<file path="src/rtl/sqr_seq_if.sv">
// Start/busy/done handshake and result bundle for the iterative squarer sqr_seq.
interface sqr_seq_if #(
  parameter int WIDTH = 26
);
  localparam int SW = $clog2(2 * WIDTH);

  logic             start;
  logic [WIDTH-1:0] in;
  logic             busy;
  logic             done;
  logic [WIDTH-1:0] out;
  logic [SW-1:0]    norm_shift;
  logic             sticky;
  logic             ovf;

  modport master (
    output start, in,
    input  busy, done, out, norm_shift, sticky, ovf
  );

  modport slave (
    input  start, in,
    output busy, done, out, norm_shift, sticky, ovf
  );
endinterface

</file>
<file path="src/rtl/sqr_seq.sv">
// Iterative shift-add squarer with left normalization, shift count and sticky bit.
// Define SQR_ROUND_EN for round-to-nearest-even on out (with ovf); default build truncates.
module sqr_seq #(
  parameter int WIDTH = 26
) (
  input  logic      clk,
  input  logic      rst,
  sqr_seq_if.slave  bus
);
  localparam int SW = $clog2(2 * WIDTH);
  localparam int PW = 2 * WIDTH;
  localparam int CW = $clog2(WIDTH);

  typedef enum logic [1:0] {S_IDLE, S_RUN, S_NORM, S_DONE} state_t;

  state_t           state_r;
  logic [WIDTH-1:0] op_r;
  logic [WIDTH-1:0] mult_r;
  logic [PW-1:0]    acc_r;
  logic [CW-1:0]    cnt_r;
  logic             busy_r;
  logic             done_r;
  logic [WIDTH-1:0] out_r;
  logic [SW-1:0]    norm_shift_r;
  logic             sticky_r;
  logic             ovf_r;

  logic [PW:0]      sum_s;
  logic [PW-1:0]    acc_nxt_s;
  logic [SW-1:0]    lz_s;
  logic [PW-1:0]    norm_s;
  logic [WIDTH-1:0] out_nxt_s;
  logic             sticky_nxt_s;
  logic             ovf_nxt_s;
`ifdef SQR_ROUND_EN
  logic             guard_s;
  logic             rest_s;
  logic             up_s;
  logic [WIDTH:0]   rnd_s;
`endif

  // Leading-zero count; an all-zero product reports 0 so zero needs no special state.
  function automatic logic [SW-1:0] lzc(input logic [PW-1:0] p);
    logic [SW-1:0] n;
    n = {SW{1'b0}};
    for (int i = 0; i < PW; i++) begin
      if (p[i]) begin
        n = SW'(PW - 1 - i);
      end else begin
        n = n;
      end
    end
    return n;
  endfunction

  // Shift-add step and normalization/rounding of the finished product.
  always_comb begin
    sum_s     = {1'b0, acc_r} + (mult_r[0] ? {1'b0, op_r, {WIDTH{1'b0}}} : {(PW+1){1'b0}});
    acc_nxt_s = PW'(sum_s >> 1);
    lz_s      = lzc(acc_r);
    norm_s    = acc_r << lz_s;
`ifdef SQR_ROUND_EN
    guard_s      = norm_s[WIDTH-1];
    rest_s       = |norm_s[WIDTH-2:0];
    up_s         = guard_s & (rest_s | norm_s[WIDTH]);
    rnd_s        = {1'b0, norm_s[PW-1:WIDTH]} + {{WIDTH{1'b0}}, up_s};
    sticky_nxt_s = guard_s | rest_s;
    if (rnd_s[WIDTH]) begin
      out_nxt_s = {1'b1, {(WIDTH-1){1'b0}}};
      ovf_nxt_s = 1'b1;
    end else begin
      out_nxt_s = rnd_s[WIDTH-1:0];
      ovf_nxt_s = 1'b0;
    end
`else
    out_nxt_s    = norm_s[PW-1:WIDTH];
    sticky_nxt_s = |norm_s[WIDTH-1:0];
    ovf_nxt_s    = 1'b0;
`endif
  end

  // Control FSM with registered handshake and result outputs.
  always_ff @(posedge clk or negedge rst) begin
    if (!rst) begin
      state_r      <= S_IDLE;
      op_r         <= {WIDTH{1'b0}};
      mult_r       <= {WIDTH{1'b0}};
      acc_r        <= {PW{1'b0}};
      cnt_r        <= {CW{1'b0}};
      busy_r       <= 1'b0;
      done_r       <= 1'b0;
      out_r        <= {WIDTH{1'b0}};
      norm_shift_r <= {SW{1'b0}};
      sticky_r     <= 1'b0;
      ovf_r        <= 1'b0;
    end else begin
      case (state_r)
        S_IDLE: begin
          done_r <= 1'b0;
          // The cycle done is high still counts as busy, so start is not taken then.
          if (bus.start && !done_r) begin
            op_r    <= bus.in;
            mult_r  <= bus.in;
            acc_r   <= {PW{1'b0}};
            cnt_r   <= {CW{1'b0}};
            busy_r  <= 1'b1;
            state_r <= S_RUN;
          end else begin
            busy_r  <= 1'b0;
          end
        end
        S_RUN: begin
          acc_r  <= acc_nxt_s;
          mult_r <= mult_r >> 1;
          cnt_r  <= cnt_r + {{(CW-1){1'b0}}, 1'b1};
          if (cnt_r == CW'(WIDTH - 1)) begin
            state_r <= S_NORM;
          end else begin
            state_r <= S_RUN;
          end
        end
        S_NORM: begin
          out_r        <= out_nxt_s;
          norm_shift_r <= lz_s;
          sticky_r     <= sticky_nxt_s;
          ovf_r        <= ovf_nxt_s;
          state_r      <= S_DONE;
        end
        S_DONE: begin
          done_r  <= 1'b1;
          state_r <= S_IDLE;
        end
        default: begin
          state_r <= S_IDLE;
          busy_r  <= 1'b0;
          done_r  <= 1'b0;
        end
      endcase
    end
  end

  assign bus.busy       = busy_r;
  assign bus.done       = done_r;
  assign bus.out        = out_r;
  assign bus.norm_shift = norm_shift_r;
  assign bus.sticky     = sticky_r;
  assign bus.ovf        = ovf_r;
endmodule

</file>
<file path="src/flat_wrapper.sv">
// flat-port wrapper written by rule: the top's interface ports become plain ports
module sqr_seq_flat 
#(
  parameter int WIDTH = 26
)
  (clk, rst, bus_start, bus_in, bus_busy, bus_done, bus_out, bus_norm_shift, bus_sticky, bus_ovf);
  sqr_seq_if #(.WIDTH(WIDTH)) bus_i ();
  input  logic clk;
  input  logic rst;
  input wire logic [$bits(bus_i.start)-1:0] bus_start;
  input wire logic [$bits(bus_i.in)-1:0] bus_in;
  output wire logic [$bits(bus_i.busy)-1:0] bus_busy;
  output wire logic [$bits(bus_i.done)-1:0] bus_done;
  output wire logic [$bits(bus_i.out)-1:0] bus_out;
  output wire logic [$bits(bus_i.norm_shift)-1:0] bus_norm_shift;
  output wire logic [$bits(bus_i.sticky)-1:0] bus_sticky;
  output wire logic [$bits(bus_i.ovf)-1:0] bus_ovf;
  assign bus_i.start = bus_start;
  assign bus_i.in = bus_in;
  assign bus_busy = bus_i.busy;
  assign bus_done = bus_i.done;
  assign bus_out = bus_i.out;
  assign bus_norm_shift = bus_i.norm_shift;
  assign bus_sticky = bus_i.sticky;
  assign bus_ovf = bus_i.ovf;
  sqr_seq #(.WIDTH(WIDTH)) u_core (.clk(clk), .rst(rst), .bus(bus_i));
endmodule
</file>
<file path="config.mk">
export PLATFORM = sky130hd
export DESIGN_NAME = sqr_seq_flat
export DESIGN_NICKNAME = d
export VERILOG_FILES = /design/src/rtl/sqr_seq_if.sv /design/src/rtl/sqr_seq.sv /design/src/flat_wrapper.sv
export SDC_FILE = /design/constraint.sdc
export NUM_CORES = 1
export LEC_CHECK = 0
export BUFFER_PORTS_ARGS = -buffer_cell sky130_fd_sc_hd__clkbuf_2
export CORE_UTILIZATION = 30
export CTS_CLUSTER_SIZE = 24
export DETAILED_ROUTE_END_ITERATION = 10
export GPL_TIMING_DRIVEN = 0
export HOLD_SLACK_MARGIN = 0.06
export PLACE_DENSITY = 0.42
export SLEW_MARGIN = 15
export SYNTH_ARGS = -nofsm -noshare
export SYNTH_HDL_FRONTEND = slang
export SYNTH_SLANG_ARGS = --single-unit
</file>
<file path="constraint.sdc">
create_clock -name clk -period 4.4 [get_ports clk]
set_clock_uncertainty 0.05 [all_clocks]
set_input_delay 0 -clock clk [delete_from_list [all_inputs] [get_ports clk]]
set_output_delay 0 -clock clk [all_outputs]
set_load 0.05 [all_outputs]
</file>
Word-level counts from Yosys, hierarchy flattened
Index checks and enable logic that the tools add are counted.
Storage, ports and cells
  bits in registers: 146
  memories kept: 0
  RAM bits: 0
  output and inout bits: 36
  input port bits: 29
  latch bits: 0
  ROM bits: 0
  logic and storage cells: 90
Operators by class
  shift operators: 1
  reductions and logical operators: 8
  add/subtract/negate cells: 2
  $lt $le $gt $ge: 0
  $mul: 0
  multiplexer cells: 64
  bitwise gates (word level): 0
  divide/modulo/power cells: 0
  equal/unequal tests: 5
Operator list (number)
  2-to-1 mux 6 bit: 52
  2-to-1 mux 52 bit: 2
  case mux 52 bit (2 select lines): 1
  adder 52 x 53 -> 53 bit: 1
  case mux 26 bit (2 select lines): 1
  << shifter 52 x 6 -> 52 bit: 1
  2-to-1 mux 26 bit: 1
  OR reduction 26 bit: 1
  case mux 5 bit (2 select lines): 1
  case mux 2 bit (4 select lines): 1
  adder 5 x 1 -> 5 bit, second input constant: 1
  equality test 5 bit, second input constant: 1
  2-to-1 mux 5 bit: 1
  equality test 2 bit, second input constant: 2
  2-to-1 mux 2 bit: 2
  AND reduction 2 bit: 2
  nonzero test 2 bit: 2
  equality test 2 x 1 -> 1 bit, second input constant: 1
  logical NOT 2 bit: 1
  != test 2 x 1 -> 1 bit, second input constant: 1
  case mux 1 bit (2 select lines): 1
  logical AND 1 bit: 1
  logical NOT 1 bit: 1
  2-to-1 mux 1 bit: 1

Longest topological paths before layout
  word-level depth: 54
  gate-level depth with buffers: 18
  mapped depth without buffers: 16

Least setup slack after synthesis
No wires, ideal clock.
  kind: register to register
  start: register u_core.mult_r[0]
  end: register u_core.acc_r[49]
  slack: 555 ps
  arrival time: 3666 ps
  buffers on the path: 0
  data required time: 4221 ps
  cell stages (with the launch flop): 17
  clock period less this slack: 3845 ps
  setup time: 129 ps
  path through: dfrtp_1 > and2_1 > ha_1 > fa_1 > a21o_1 > a21oi_1 > nand2b_1 > a21o_1 > a31oi_1 > a221o_1 > and4_1 > a2111oi_2 > o2111ai_1 > or3_1 > o311a_1 > xnor2_1 > o21ai_1
On the way
  cells in the longest elaborated chain, start to end: 3
RTL lines
  start: declaration: line sqr_seq.sv:18  | logic [WIDTH-1:0] mult_r;
  start signal: assignment: line sqr_seq.sv:87  | mult_r <= {WIDTH{1'b0}};
  start signal: assignment: line sqr_seq.sv:103  | mult_r <= bus.in;
  start signal: assignment: line sqr_seq.sv:114  | mult_r <= mult_r >> 1;
  2-to-1 mux 52 bit: line sqr_seq.sv:58  | sum_s = {1'b0, acc_r} + (mult_r[0] ? {1'b0, op_r, {WIDTH{1'b0}}} : {(PW+1){1'b0}});
  adder 52 x 53 -> 53 bit: line sqr_seq.sv:58
  case mux 52 bit (2 select lines): line sqr_seq.sv:97  | case (state_r)
  end signal: assignment: line sqr_seq.sv:88  | acc_r <= {PW{1'b0}};
  end signal: assignment: line sqr_seq.sv:104  | acc_r <= {PW{1'b0}};
  end signal: assignment: line sqr_seq.sv:113  | acc_r <= acc_nxt_s;
  end: declaration: line sqr_seq.sv:19  | logic [PW-1:0] acc_r;
Every way passes these cells.
A chain may end at the register's enable or synchronous reset.

Final worst setup path
  start: register u_core.acc_r[11]
  end: register u_core.sticky_r (netlist: u_core.bus.sticky)
On the way
  cells in the longest elaborated chain, start to end: 43
RTL lines
  2-to-1 mux 6 bit (41 in series): line sqr_seq.sv:47  | if (p[i]) begin
  << shifter 52 x 6 -> 52 bit (*): line sqr_seq.sv:61  | norm_s = acc_r << lz_s;
  OR reduction 26 bit (*): line sqr_seq.sv:77  | sticky_nxt_s = |norm_s[WIDTH-1:0];
  end signal: assignment: line sqr_seq.sv:125  | sticky_r <= sticky_nxt_s;
  end: declaration: line sqr_seq.sv:25  | logic sticky_r;
Mark *: on every way between the ends. The rest lies on a longest branch, timed or not.

==> flow_summary.ini <==
[run_status]
status = completed

[detailed_routing]
wl_per_cell_um = 20.4
first_pass_iters = 5
drt_iter0_markers = 789
vias = 9512
drtAntennaViolNets = 0
wl_um = 35000
vias_per_cell = 5.53
drc = 0

[grt]
grt_first_pass_wirelength_um = 56300
grt_max_degree = 88
grt_use_total = 0.207
grt.overflow.total = 0
antenna_found_initial = 0
grt_pass1_vias = 9547

[worst_setup_path]
cpPeakStageDelay_ns = 0.58
cp_data_required_time_ns = 4.67
reg2reg_to = u_core.bus.sticky
rrSetupSlack_ns = 0.25
crit_chain = nor4_1 > a21oi_1 > o21ai_1 > a21oi_1 > a211oi_1 > o21a_1 > buf_2 > nor2_1 > a22o_1 > a221oi_1 > and4bb_2 > nand4_1 > nor4b_2 > o22ai_1
cp_data_arrival_time_ns = 4.42
crit_type = flop to flop
path_common_cell = a21oi_1
cp-start-kind = flop
crit_slowest_cell = nor4_1
crit_fanout = 9
critPathCaptureType = flop
worst-r2r-cell-count = 14
regToRegStartpoint = u_core.acc_r[11]

[timing]
fmax_ghz = 0.241
drv_slew = 0
holdWs_ns = 0.0637
tightest_slew_ns = 0.986
hold_viol = 0
setup_viol = 0
rsz0062_at_grt = false
fin_crit_sh = 0.943
fin_crit_ns = 4.15
setup-tns-final_ns = 0
relSlewSlack = 0.339

[clock_tree]
cts_inserted_buffers = 17
htree_num_levels = 4
cts_tree = yes
clk_path_buf_depth = 2
root_buffer = clkbuf_16
clkLatencyLatePin_ns = 0.45
clkTransAtPathRegs_ns = 0.07
clock_sinks = 146

[synth]
synthArstFlopShare = 1.00
syn-num-nets = 1209
syn_inst = 1146
synth_cell_types = 78
synthesis.area_um2 = 10200
synth_edf_count = 0
yosysSeqAreaShare = 0.358
synthFlopType = dfrtp_1
synth_seq_cells = 146
yosysWarningCount = 0
syn_avg_cell_area_um2 = 8.91

[die]
dieArea_um2 = 34800
fp.dieW_um = 187
ios = 65
core_area_um2 = 33500
rows = 67
start_util = 0.305
die_y_um = 187

[finish]
layout_commonest_cell = dfrtp_1
layout_common_cells = dfrtp_1 (145), nand2_1 (95), nor2_1 (93)
stdcell_area_um2 = 12100
diodes = 0
area_growth_pct = 18.4
fin_cells = 1721
final_nets = 1323
multi_input_area_um2 = 6090
layout-drive-gt1-share = 0.154
fillers = 3562
register_area_um2 = 3650

[placed_design]
dp.cells = 1659
gp_congestion = 0.911
portBuffers = 63
dp.final_hpwl_um = 26900
placed_cell_area_um2 = 11200

[run]
cap_violations = 0

[worst_hold_path]
min_path_type = input pin to asynchronous set/reset pin
[repair_timing]
action                                  in CTS  in global routing
hold buffers                                28                  0
gates resized for setup                      3                  3
setup buffers                                0                  2
endpoints found under the setup margin       1                  3
endpoints found under the hold margin      201                  0
pin swaps                                    0                  2
[how the worst max path moves through the flow]
stage                                 from           endpoint  slack, ns  depth (start not counted)
after floorplan           u_core.mult_r[0]   u_core.acc_r[49]       0.56                         16
after global placement    u_core.mult_r[0]   u_core.acc_r[49]      -0.13                         16
after detailed placement  u_core.mult_r[0]   u_core.acc_r[49]      -0.13                         16
after CTS                 u_core.mult_r[0]   u_core.acc_r[49]       0.02                         16
after global routing      u_core.mult_r[0]   u_core.acc_r[49]       0.01                         16
final                     u_core.acc_r[11]  u_core.bus.sticky       0.25                         14
[cell families (layout without fill, tap and decap cells)]
family                     count (synthesis)  in the layout  share of synthesized area
adders and majority gates                 34             34                     0.0424
and+or+nand+nor                          331            331                      0.155
xor gates and xnor gates                  21             21                     0.0180
other                                      1              1                   0.000367
buffers and inverters                    121            248                     0.0502
DFF                                      146            146                      0.358
AOI/OAI and AO/OA                        374            374                      0.255
muxes                                    118            118                      0.121
[final cells by class]
class,instances,share of cell area
Buffer,75,0.0281
Clock buffer,19,0.0366
Clock inverter,13,0.0132
Inverter,46,0.0143
Multi-Input combinational cell,879,0.503
Sequential cell,146,0.302
Tap cell,448,0.0464
Timing Repair Buffer,95,0.0558
[cell usage after synthesis (15+ instances only)]
master    number  area, um2
a21oi_1       64        320
a222oi_1      25        250
a22o_1        26        228
a31oi_1       21        131
and2_1        29        181
buf_2         20        100
clkbuf_1      44        165
dfrtp_1      146       3650
ha_1          33        413
inv_1         45        169
mux2_2        44        495
mux2i_1       74        741
nand2_1       95        357
nand3_1       33        165
nor2_1        93        349
nor4_1        15       93.8
o21ai_0       85        425
[per-stage QoR]
step / setup WS [ns] / util
floorplan: 0.555 / -
global placement: -0.131 / 0.331
detailed placement: -0.129 / 0.333
CTS: 0.0217 / 0.360
global route: 0.0144 / 0.361
finish: 0.253 / 0.361
[registers in the layout (all words and copies together) (netlist names), named ones only]
| register | cells |
|---|---|
| u_core.cnt_r | 5 |
| u_core.bus.busy | 1 |
| u_core.state_r | 1 |
| u_core.bus.norm_shift | 6 |
| u_core.acc_r | 52 |
| u_core.bus.done | 1 |
| u_core.mult_r | 26 |
| u_core.op_r | 26 |
| u_core.bus.sticky | 1 |
| u_core.bus.out | 26 |
[routing by layer]
layer / vias up / wire, um / GRT usage
met1: 4690 / 16300 / 0.279
met2: 250 / 16700 / 0.341
li1: 4534 / - / -
met5: - / 0 / 0
met4: 0 / 646 / 0.0681
met3: 38 / 1390 / 0.0284
[worst max-delay path, delay by kind of cell (launching register included)]
kind,cells,cell delay [ns]
buf+inv,1,0.22
compound gates,8,1.84
simple gates,5,1.45
flops,1,0.47
Power is left out: the tool's default activity adds up to more than one toggle a clock period on the data nets, which glitch-free logic cannot reach.
